`src/rtl/xc_sched.sv`:
```
// xc_sched: periodic cross-correlation trigger with lag averaging and handshake watchdog
module xc_sched #(
  parameter int PERIOD   = 60000,
  parameter int TIMEOUT  = 600000,
  parameter int AVG_LOG2 = 2,
  parameter int LAG_W    = 6
) (
  input  logic             clk_60MHz,
  input  logic             rst_n,
  input  logic             run,
  input  logic             clr_err,
  output logic             subsys_start,
  input  logic             subsys_done,
  input  logic [LAG_W-1:0] lag_diff,
  output logic [LAG_W-1:0] last_lag,
  output logic [LAG_W-1:0] avg_lag,
  output logic             avg_valid,
  output logic             busy,
  output logic             err_timeout
);
  localparam logic [2:0] S_IDLE  = 3'd0;
  localparam logic [2:0] S_START = 3'd1;
  localparam logic [2:0] S_BUSY  = 3'd2;
  localparam logic [2:0] S_REL   = 3'd3;
  localparam logic [2:0] S_WAIT  = 3'd4;
  localparam int CW = $clog2((PERIOD > TIMEOUT ? PERIOD : TIMEOUT) + 1);
  localparam int AW = LAG_W + AVG_LOG2;
  localparam logic [AVG_LOG2:0] NS = (AVG_LOG2+1)'(1) << AVG_LOG2;

  logic [2:0]        st_q, st_d;
  logic [CW-1:0]     tmr_q, tmr_d;
  logic [AW-1:0]     acc_q, acc_d;
  logic [AVG_LOG2:0] cnt_q, cnt_d;
  logic              start_q, start_d, avgv_q, avgv_d, err_q, err_d;
  logic [LAG_W-1:0]  last_q, last_d, avg_q, avg_d;

  // One timer serves as watchdog in BUSY and period counter in WAIT
  always_comb begin
    st_d    = st_q;
    tmr_d   = tmr_q;
    acc_d   = acc_q;
    cnt_d   = cnt_q;
    start_d = start_q;
    last_d  = last_q;
    avg_d   = avg_q;
    avgv_d  = 1'b0;
    err_d   = clr_err ? 1'b0 : err_q;
    case (st_q)
      S_IDLE: if (run) begin
        st_d  = S_START;
        acc_d = '0;
        cnt_d = '0;
      end
      S_START: begin
        start_d = 1'b1;
        tmr_d   = CW'(TIMEOUT - 1);
        st_d    = S_BUSY;
      end
      S_BUSY: if (subsys_done) begin
        last_d  = lag_diff;
        acc_d   = acc_q + AW'(lag_diff);
        cnt_d   = cnt_q + (AVG_LOG2+1)'(1);
        start_d = 1'b0;
        st_d    = S_REL;
      end else if (tmr_q == '0) begin
        start_d = 1'b0;
        err_d   = 1'b1;
        st_d    = S_REL;
      end else begin
        tmr_d = tmr_q - CW'(1);
      end
      S_REL: if (!subsys_done) begin
        if (cnt_q == NS) begin
          avg_d  = LAG_W'(acc_q >> AVG_LOG2);
          avgv_d = 1'b1;
          acc_d  = '0;
          cnt_d  = '0;
        end
        tmr_d = run ? CW'(PERIOD - 1) : tmr_q;
        st_d  = run ? S_WAIT : S_IDLE;
      end
      S_WAIT: begin
        st_d  = !run ? S_IDLE : (tmr_q == '0) ? S_START : S_WAIT;
        tmr_d = tmr_q - CW'(1);
      end
      default: st_d = S_IDLE;
    endcase
  end

  always_ff @(posedge clk_60MHz or negedge rst_n) begin
    if (!rst_n) begin
      st_q    <= S_IDLE;
      tmr_q   <= '0;
      acc_q   <= '0;
      cnt_q   <= '0;
      start_q <= 1'b0;
      last_q  <= '0;
      avg_q   <= '0;
      avgv_q  <= 1'b0;
      err_q   <= 1'b0;
    end else begin
      st_q    <= st_d;
      tmr_q   <= tmr_d;
      acc_q   <= acc_d;
      cnt_q   <= cnt_d;
      start_q <= start_d;
      last_q  <= last_d;
      avg_q   <= avg_d;
      avgv_q  <= avgv_d;
      err_q   <= err_d;
    end
  end

  assign subsys_start = start_q;
  assign last_lag     = last_q;
  assign avg_lag      = avg_q;
  assign avg_valid    = avgv_q;
  assign err_timeout  = err_q;
  assign busy         = st_q != S_IDLE;
endmodule

```
`config.mk`:
```
export PLATFORM = sky130hd
export DESIGN_NAME = xc_sched
export DESIGN_NICKNAME = d
export VERILOG_FILES = /design/src/rtl/xc_sched.sv
export SDC_FILE = /design/constraint.sdc
export NUM_CORES = 1
export LEC_CHECK = 0
export BUFFER_PORTS_ARGS = -buffer_cell sky130_fd_sc_hd__buf_2
export CAP_MARGIN = 40
export CORE_MARGIN = 1.5
export CORE_UTILIZATION = 45
export CTS_BUF_LIST = sky130_fd_sc_hd__clkbuf_16
export CTS_CLUSTER_DIAMETER = 30
export DETAILED_ROUTE_END_ITERATION = 7
export PLACE_DENSITY_LB_ADDON = 0.12
export SETUP_SLACK_MARGIN = 0.5
export SYNTH_ARGS = -nofsm -noshare
export SYNTH_HDL_FRONTEND = slang
export SYNTH_SLANG_ARGS = --single-unit
```
`constraint.sdc`:
```
create_clock -name clk_60MHz -period 2.4 [get_ports clk_60MHz]
set_input_delay 0.24 -clock clk_60MHz [delete_from_list [all_inputs] [get_ports clk_60MHz]]
set_output_delay 0.24 -clock clk_60MHz [all_outputs]
set_load 0.02 [all_outputs]
```
**Word-level counts from Yosys, hierarchy flattened**

Cells that the tools add are included.

- $add $sub $neg: 3
- Equality and inequality tests: 13
- Muxes and demuxes: 33
- Bitwise operators: 1
- Reduce and logical (&&, ||, !) cells: 12

Operator list:

| cell | count |
|---|---|
| 20-bit 2-to-1 mux | 4 |
| 20-bit one-hot mux with 4 select lines | 1 |
| 3-bit 2-to-1 mux | 11 |
| 8-bit 2-to-1 mux | 4 |
| 8-bit one-hot mux with 3 select lines | 1 |
| 20-bit zero test | 1 |
| 20-bit by 1-bit subtractor with 20-bit output, second input constant | 1 |
| 3-bit one-hot mux with 5 select lines | 1 |
| 2-bit inequality test, second input constant | 7 |
| 5-bit AND reduction | 2 |
| 1-bit 2-to-1 mux | 9 |
| 3-bit one-hot mux with 3 select lines | 1 |
| 8-bit by 6-bit adder with 8-bit output | 1 |
| 3-bit by 2-bit equality test with 1-bit output, second input constant | 2 |
| 3-bit equality test, second input constant | 2 |
| 3-bit AND reduction | 2 |
| 3-bit nonzero test | 2 |
| 2-bit AND reduction | 2 |
| 4-bit nonzero test | 1 |
| 3-bit by 1-bit adder with 3-bit output, second input constant | 1 |
| 3-bit by 1-bit equality test with 1-bit output, second input constant | 1 |
| 3-bit zero test | 1 |
| 3-bit inequality test, second input constant | 1 |
| 1-bit one-hot mux with 2 select lines | 1 |
| 2 further kinds | 2 |

- Register bits: 49
- Input bits: 11
- Logic and storage cells: 71

**Depth between registers and ports, before layout**

Gate-level depths: netlist of the first run.

- Word-level depth: 4
- Mapped depth: 8

**Least setup slack after synthesis of the first run**

No wires, ideal clock.

- Kind: reg-to-reg
- Start: reg tmr_q[6]
- End: reg tmr_q[13]
- Arrival: 2.115 ns
- Data required time: 2.321 ns
- Setup slack: 0.205 ns
- Stages on the path, launching flop included: 6
- Buffers on the path: 1
- Period minus slack after synthesis: 2.195 ns
- Cells stage by stage: dfrtp_1 or4_4 buf_6 or4_4 a2111oi_4 mux2i_1

- Longest elaborated chain between the ends: 4
- Elaborated cells on any way between the ends: 7
- Those cells by class: 1 x add/sub; 1 x eq/ne; 3 x mux; 2 x reduce/logical

Ends and longest elaborated chain:

| item | line | text |
|---|---|---|
| from (decl) | 31 | `logic [CW-1:0] tmr_q, tmr_d;` |
| from (signal assigned) | 103 | `tmr_q <= tmr_d;` |
| 20-bit by 1-bit subtractor with 20-bit output | 70, 84 |  |
| 20-bit 2-to-1 mux | 65 | `end else if (tmr_q == '0) begin` |
| 20-bit 2-to-1 mux | 59 | `S_BUSY: if (subsys_done) begin` |
| 20-bit one-hot mux with 4 select lines | 48 | `case (st_q)` |

Parallel ways exist; a longest one is shown, timed or not. The select of a mux whose other input is x is not followed.
A chain may end at the register's enable or synchronous reset.

**Worst setup path in the final report of the first run**

- Start: reg tmr_q[7]
- End: reg tmr_q[12]

Same word-level chain as after synthesis.

==> flow_summary.ini, run 1 <==
[logic_synthesis]
synth_edf_count = 0
synth_cell_types = 52
ys_top_cells_by_count = 49 x dfrtp_1, 29 x a21oi_1, 21 x nand2_1
synthArstFlopShare = 1.000
synth_top_cell_by_area = dfrtp_1
syn_nets = 321
synth_top_flop_cell = dfrtp_1
yosysWarnings = 0
netlist_instances = 299
synth.top_cell.area_share = 0.4230
yosys.cell_count.top_type = dfrtp_1
yosys-top-cells-area = dfrtp_1 42%, a21oi_1 5.0%, mux2_2 4.7%
synth_area_mm2 = 0.002899
post_synth.cell_area_avg_um2 = 9.696
ys_seq_area_frac = 0.4230
synth-seq-cells = 49

[timing]
holdWs_ps = 121.5
setup_tns_ps = 0
setup_violations = 0
clock-skew-final_ps = 6.736
period_minus_slack_ps = 2042
max_slew.worst_pin.slew_ps = 412.8
fin_crit_sh = 0.8508
finalHoldViolCount = 0
fmax_ghz = 0.4897
slew-limit-headroom = 0.7238
grt_setup_unrepaired = true
report.final.slew_viol_count = 0

[placed_design]
numPortBuffers = 26
dpl_cell_area_mm2 = 0.003158
hpwl_um = 4620
placed_cells = 397
place_congestion = 0.8731

[hold_path]
holdCritPathClass = input pin to register

[layout]
final_cells = 430
n_antenna_cell = 0
fin_util = 0.5850
area_delta_synth_final_pct = 26.67
final_cell_area_mm2 = 0.003672
drive_gt1_frac = 0.3399
fin_nets = 374

[pwr]
p_per_area_mw_per_mm2 = 1147
clkPwrFrac = 0.170
ir_drop_mv = 0.5843
p_int_mw = 2.449
netSwitchingFraction = 0.4185
leakagePower_nw = 1.560
power_frac_seq = 0.327
combinationalPowerShare = 0.503
switching_power_mw = 1.763

[drt]
routedWlPerCell_um = 16.95
firstDrtPassIters = 5
drt-total-wl_um = 7290
num_vias = 2568
drc = 0
via_per_inst = 5.972
postRouteAntennaNets = 0
drtIter0Drc = 176

[cts]
clk_latency_ps = 290
root_buffer = clkbuf_16
cts_tree = done
h-tree-depth = 2
cts_buffers = 5
clkTransAtPathRegs_ps = 70
cts.path.max_buffers = 2
cts_sinks = 49

[floorplan]
start_util = 0.4618
die_y_um = 83.27
num_rows = 29
core_area_mm2 = 0.006277
io_pins = 27
dieArea_mm2 = 0.006933
die_w_um = 83.27

[grt]
antenna_found_initial = 0
grt_max_degree = 20
grt_first_pass_wirelength_um = 11760
grtUsageTotal = 0.2102
grt_pass1_vias = 2354
grt_overflow_total = 0

[critical_path]
start_kind = register
rr_startpoint = tmr_q[7]$_DFFE_PN0P_
crit_fanout = 5
reg2reg_slack_ps = 360
endpoint_kind = register
worst_ep_arrival_time_ps = 2260
ff2ff_path_depth = 7
worstSetupEndpoint = tmr_q[12]$_DFFE_PN0P_
r2r-end = tmr_q[12]$_DFFE_PN0P_
required_ps = 2610
criticalPathCategory = register to register
startpoint = tmr_q[7]$_DFFE_PN0P_

[status]
status = finished clean

[flow_run]
max_cap_viol_count = 0
per-stage QoR:
stage | total power, mW | setup slack [ps]
final | 4.211 | 358.0
after CTS | 4.068 | 362.6
after global routing | 4.481 | 267.1
after global placement | 3.109 | 196.4
after floorplan | 2.673 | 378.5
after detailed placement | 3.157 | 144.6
registers in the layout, indices dropped and copies added, names as in the netlist:
name          flops
st_q              3
cnt_q             3
last_lag          6
avg_lag           6
subsys_start      1
acc_q             8
err_timeout       1
avg_valid         1
tmr_q            20
metal layers:
layer	global-route usage	part of all wire	vias up
li1	-	-	1224
met1	0.2986	0.47	1247
met2	0.3282	0.47	83
met3	0.03082	0.049	14
met4	0.07273	0.019	0
met5	0	0	-
repair_timing:
item | 4_1_cts | 5_1_grt
gates cloned | 4 | 0
pin swaps | 9 | 5
resized for setup | 27 | 14
setup endpoints to repair | 32 | 31
endpoints found under the hold margin | 17 | 0
hold buffers | 1 | 0
buffers inserted | 11 | 9
worst min-delay path by stage:
stage	start	to	slack, ps	cells past startpoint
floorplan	rst_n	acc_q[0]$_DFFE_PN0P_	-60	0
global placement	rst_n	avg_valid$_DFF_PN0_	200	1
detailed placement	rst_n	avg_valid$_DFF_PN0_	200	1
CTS	clr_err	err_timeout$_DFF_PN0_	120	2
global route	clr_err	err_timeout$_DFF_PN0_	130	2
finish	clr_err	err_timeout$_DFF_PN0_	120	2
placed cells by master (no fill, tap or decap), types with 3 or more instances in the layout:
cell type and count:
or4_4 5, dfrtp_2 4, nand2_1 21, mux2i_1 4, a31o_4 3, nor3_1 4, nor2_1 17, nand3b_1 3
nor4_1 5, a22oi_1 3, a22o_1 5, mux2_2 12, nand2b_1 4, o22ai_1 5, clkbuf_16 5, o21a_1 4
a21oi_1 27, nor2b_1 9, a21o_1 3, dfrtp_1 45, inv_1 14, a31oi_1 9, a211oi_1 3, buf_4 34
o21ai_1 3, a2111o_1 3, ha_1 9, o21ai_0 8, o22a_1 4, nor4_4 4, o31ai_1 3, buf_2 26
critical path: stages, from the launching register on:
cell,delay [ps]
dfrtp_1,390
or4_4,610
buf_4,180
nor4_4,170
buf_4,180
nand2_1,70
a2111o_1,290
o21ai_0,80
power by group through the flow:
| stage | combinational [mW] | clock [mW] | sequential [mW] |
|---|---|---|---|
| after global placement | 1.74 | 0 | 1.37 |
| after floorplan | 1.23 | 0 | 1.44 |
| after global routing | 2.30 | 0.765 | 1.42 |
| final | 2.12 | 0.718 | 1.38 |
| after CTS | 1.97 | 0.732 | 1.37 |
| after detailed placement | 1.77 | 0 | 1.38 |
kinds of logic (layout without fill, tap and decap cells):
group / count (synthesis) / count (layout) / synth area share
AO/OA/AOI/OAI: 97 / 100 / 0.2331
AND/OR/NAND/NOR: 91 / 92 / 0.1808
flip-flops: 49 / 49 / 0.4230
buffers and inverters: 33 / 83 / 0.04661
multiplexers: 16 / 16 / 0.06042
adder cells (fa/ha/maj): 11 / 11 / 0.05007
XOR/XNOR: 2 / 2 / 0.006043
layout make-up:
class,instances,area [um2]
Fill cell,547,2605
Multi-Input combinational cell,221,1752
Sequential cell,49,1231
Timing Repair Buffer,61,395.4
Clock buffer,5,125.1
Tap cell,77,96.34
Inverter,14,52.55
Clock inverter,3,20.02
Power figures use the tool's default switching activity.
==> run 2: changes to the inputs <==
--- a/config.mk
+++ b/config.mk
@@ -8,12 +8,13 @@
 export BUFFER_PORTS_ARGS = -buffer_cell sky130_fd_sc_hd__buf_2
 export CAP_MARGIN = 40
 export CORE_MARGIN = 1.5
-export CORE_UTILIZATION = 45
+export CORE_UTILIZATION = 50
 export CTS_BUF_LIST = sky130_fd_sc_hd__clkbuf_16
 export CTS_CLUSTER_DIAMETER = 30
 export DETAILED_ROUTE_END_ITERATION = 7
 export PLACE_DENSITY_LB_ADDON = 0.12
 export SETUP_SLACK_MARGIN = 0.5
+export SLEW_MARGIN = 25
 export SYNTH_ARGS = -nofsm -noshare
 export SYNTH_HDL_FRONTEND = slang
 export SYNTH_SLANG_ARGS = --single-unit
==> flow_summary.ini, run 2 (synthesized netlist as in run 1, its figures left out) <==
[status]
status = finished clean

[flow_run]
max_cap_viol_count = 0

[placed_design]
place_congestion = 0.8553
numPortBuffers = 26
dp_slack_ps = 202.3
hpwl_um = 4366
placed_cells = 392

[drt]
firstDrtPassIters = 5
drtIter0Drc = 257
drt-total-wl_um = 7018
postRouteAntennaNets = 0
via_per_inst = 6.072
routedWlPerCell_um = 16.79
drc = 0
num_vias = 2538

[layout]
area_delta_synth_final_pct = 25.55
fin_util = 0.6570
layout_common_cells = 47 x dfrtp_1, 28 x buf_4, 26 x buf_2
largest_register_ffs = 20
final_common_cell = dfrtp_1
n_antenna_cell = 0
reg_top3 = tmr_q (20), acc_q (8)
final_cells = 418
largest-register = tmr_q
fin_nets = 367
drive_gt1_frac = 0.3410
fillers = 439

[pwr]
netSwitchingFraction = 0.4085
p_int_mw = 2.525
power_frac_seq = 0.319
combinationalPowerShare = 0.494
clkPwrFrac = 0.188
ir_drop_mv = 0.5241
p_per_area_mw_per_mm2 = 1173
switching_power_mw = 1.744
leakagePower_nw = 1.551
total_power_mw = 4.268

[timing]
report.final.slew_viol_count = 0
fmax_ghz = 0.4867
grt_setup_unrepaired = true
finalHoldViolCount = 0
max_slew.worst_pin.slew_ps = 635.4
setup_tns_ps = 0
fin_crit_sh = 0.8562
slew-limit-headroom = 0.5764
period_minus_slack_ps = 2055
clock-skew-final_ps = 3.860
setup_violations = 0
final.setup.worst_slack_ps = 345.2

[grt]
grt_pass1_vias = 2355
grt_first_pass_wirelength_um = 11680
grt_overflow_total = 0
met3_usage = 0.04598
antenna_found_initial = 0
grt_max_degree = 50
grt_util_met2 = 0.3538
grtUsageTotal = 0.2382
top_usage_layer = met1
gr-usage-met1 = 0.3544

[floorplan]
die_w_um = 79.15
io_pins = 27
core_area_mm2 = 0.005540
die_y_um = 79.15
dieArea_mm2 = 0.006264
num_rows = 27
start_util = 0.5233

[cts]
cts_buffers = 5
cts_sinks = 49
h-tree-depth = 2
postCtsHoldBufs = 0
cts.path.max_buffers = 2
clkTransAtPathRegs_ps = 70
clk_latency_ps = 290
cts_tree = done
root_buffer = clkbuf_16

[critical_path]
start_kind = register
reg2reg_slack_ps = 350
criticalPathCategory = register to register
endpoint_kind = register
required_ps = 2620
worst_ep_arrival_time_ps = 2270
crit_fanout = 6

[hold_path]
holdCritPathClass = input pin to asynchronous set/reset pin
run 2: layer usage:
| layer | up-vias | wire length (um) |
|---|---|---|
| met1 | 1217 | 3437 |
| met5 | - | 0 |
| met3 | 11 | 413 |
| met2 | 97 | 3078 |
| met4 | 0 | 89 |
| li1 | 1213 | - |
run 2: final timing paths:
| kind | startpoint | to | depth (start not counted) |
|---|---|---|---|
| setup reg to reg | tmr_q[7]$_DFFE_PN0P_ | tmr_q[12]$_DFFE_PN0P_ | 7 |
| min in group clk_60MHz | clr_err | err_timeout$_DFF_PN0_ | 2 |
| hold reg to reg | cnt_q[2]$_DFFE_PN0P_ | cnt_q[2]$_DFFE_PN0P_ | 1 |
| hold / removal | rst_n | acc_q[4]$_DFFE_PN0P_ | 2 |
| max in group asynchronous | rst_n | tmr_q[3]$_DFFE_PN0P_ | 2 |
| setup / recovery | tmr_q[7]$_DFFE_PN0P_ | tmr_q[12]$_DFFE_PN0P_ | 7 |
run 2: per-stage QoR:
stage                     cell area, um2  hold slack, ps
after floorplan                     2928          -55.59
after global placement              3152           389.8
after detailed placement            3152           400.0
after CTS                           3522           90.74
after global routing                3640           109.1
final                               3640           51.10
run 2: final cells by class:
class | count | area (um2) | area share
flip-flops and latches | 49 | 1229 | 0.3376
clock buffers | 5 | 125.1 | 0.03438
repair buffers | 55 | 351.6 | 0.09660
inverters | 14 | 52.55 | 0.01444
well taps | 72 | 90.09 | 0.02475
clock inverters | 3 | 42.54 | 0.01169
multi-input cells | 220 | 1749 | 0.4806
run 2: power by group through the flow:
stage	registers, mW	clock network, mW	logic (mW)
floorplan	1.44	0	1.23
global placement	1.36	0	1.74
detailed placement	1.37	0	1.77
CTS	1.35	0.809	1.95
global route	1.41	0.837	2.31
finish	1.36	0.801	2.11
run 2: worst max-delay path, cell delays in order (launching register included):
cell	delay, ps
dfrtp_1	380
or4_4	610
buf_4	180
nor4_4	200
buf_4	200
nand2_2	50
a2111o_1	290
o21ai_1	80
run 2: timing repair:
action,CTS,global route
pin swaps,19,14
setup endpoints to repair,30,32
endpoints found under the hold margin,0,0
setup buffers,11,4
resized for setup,24,20
cloned,3,0
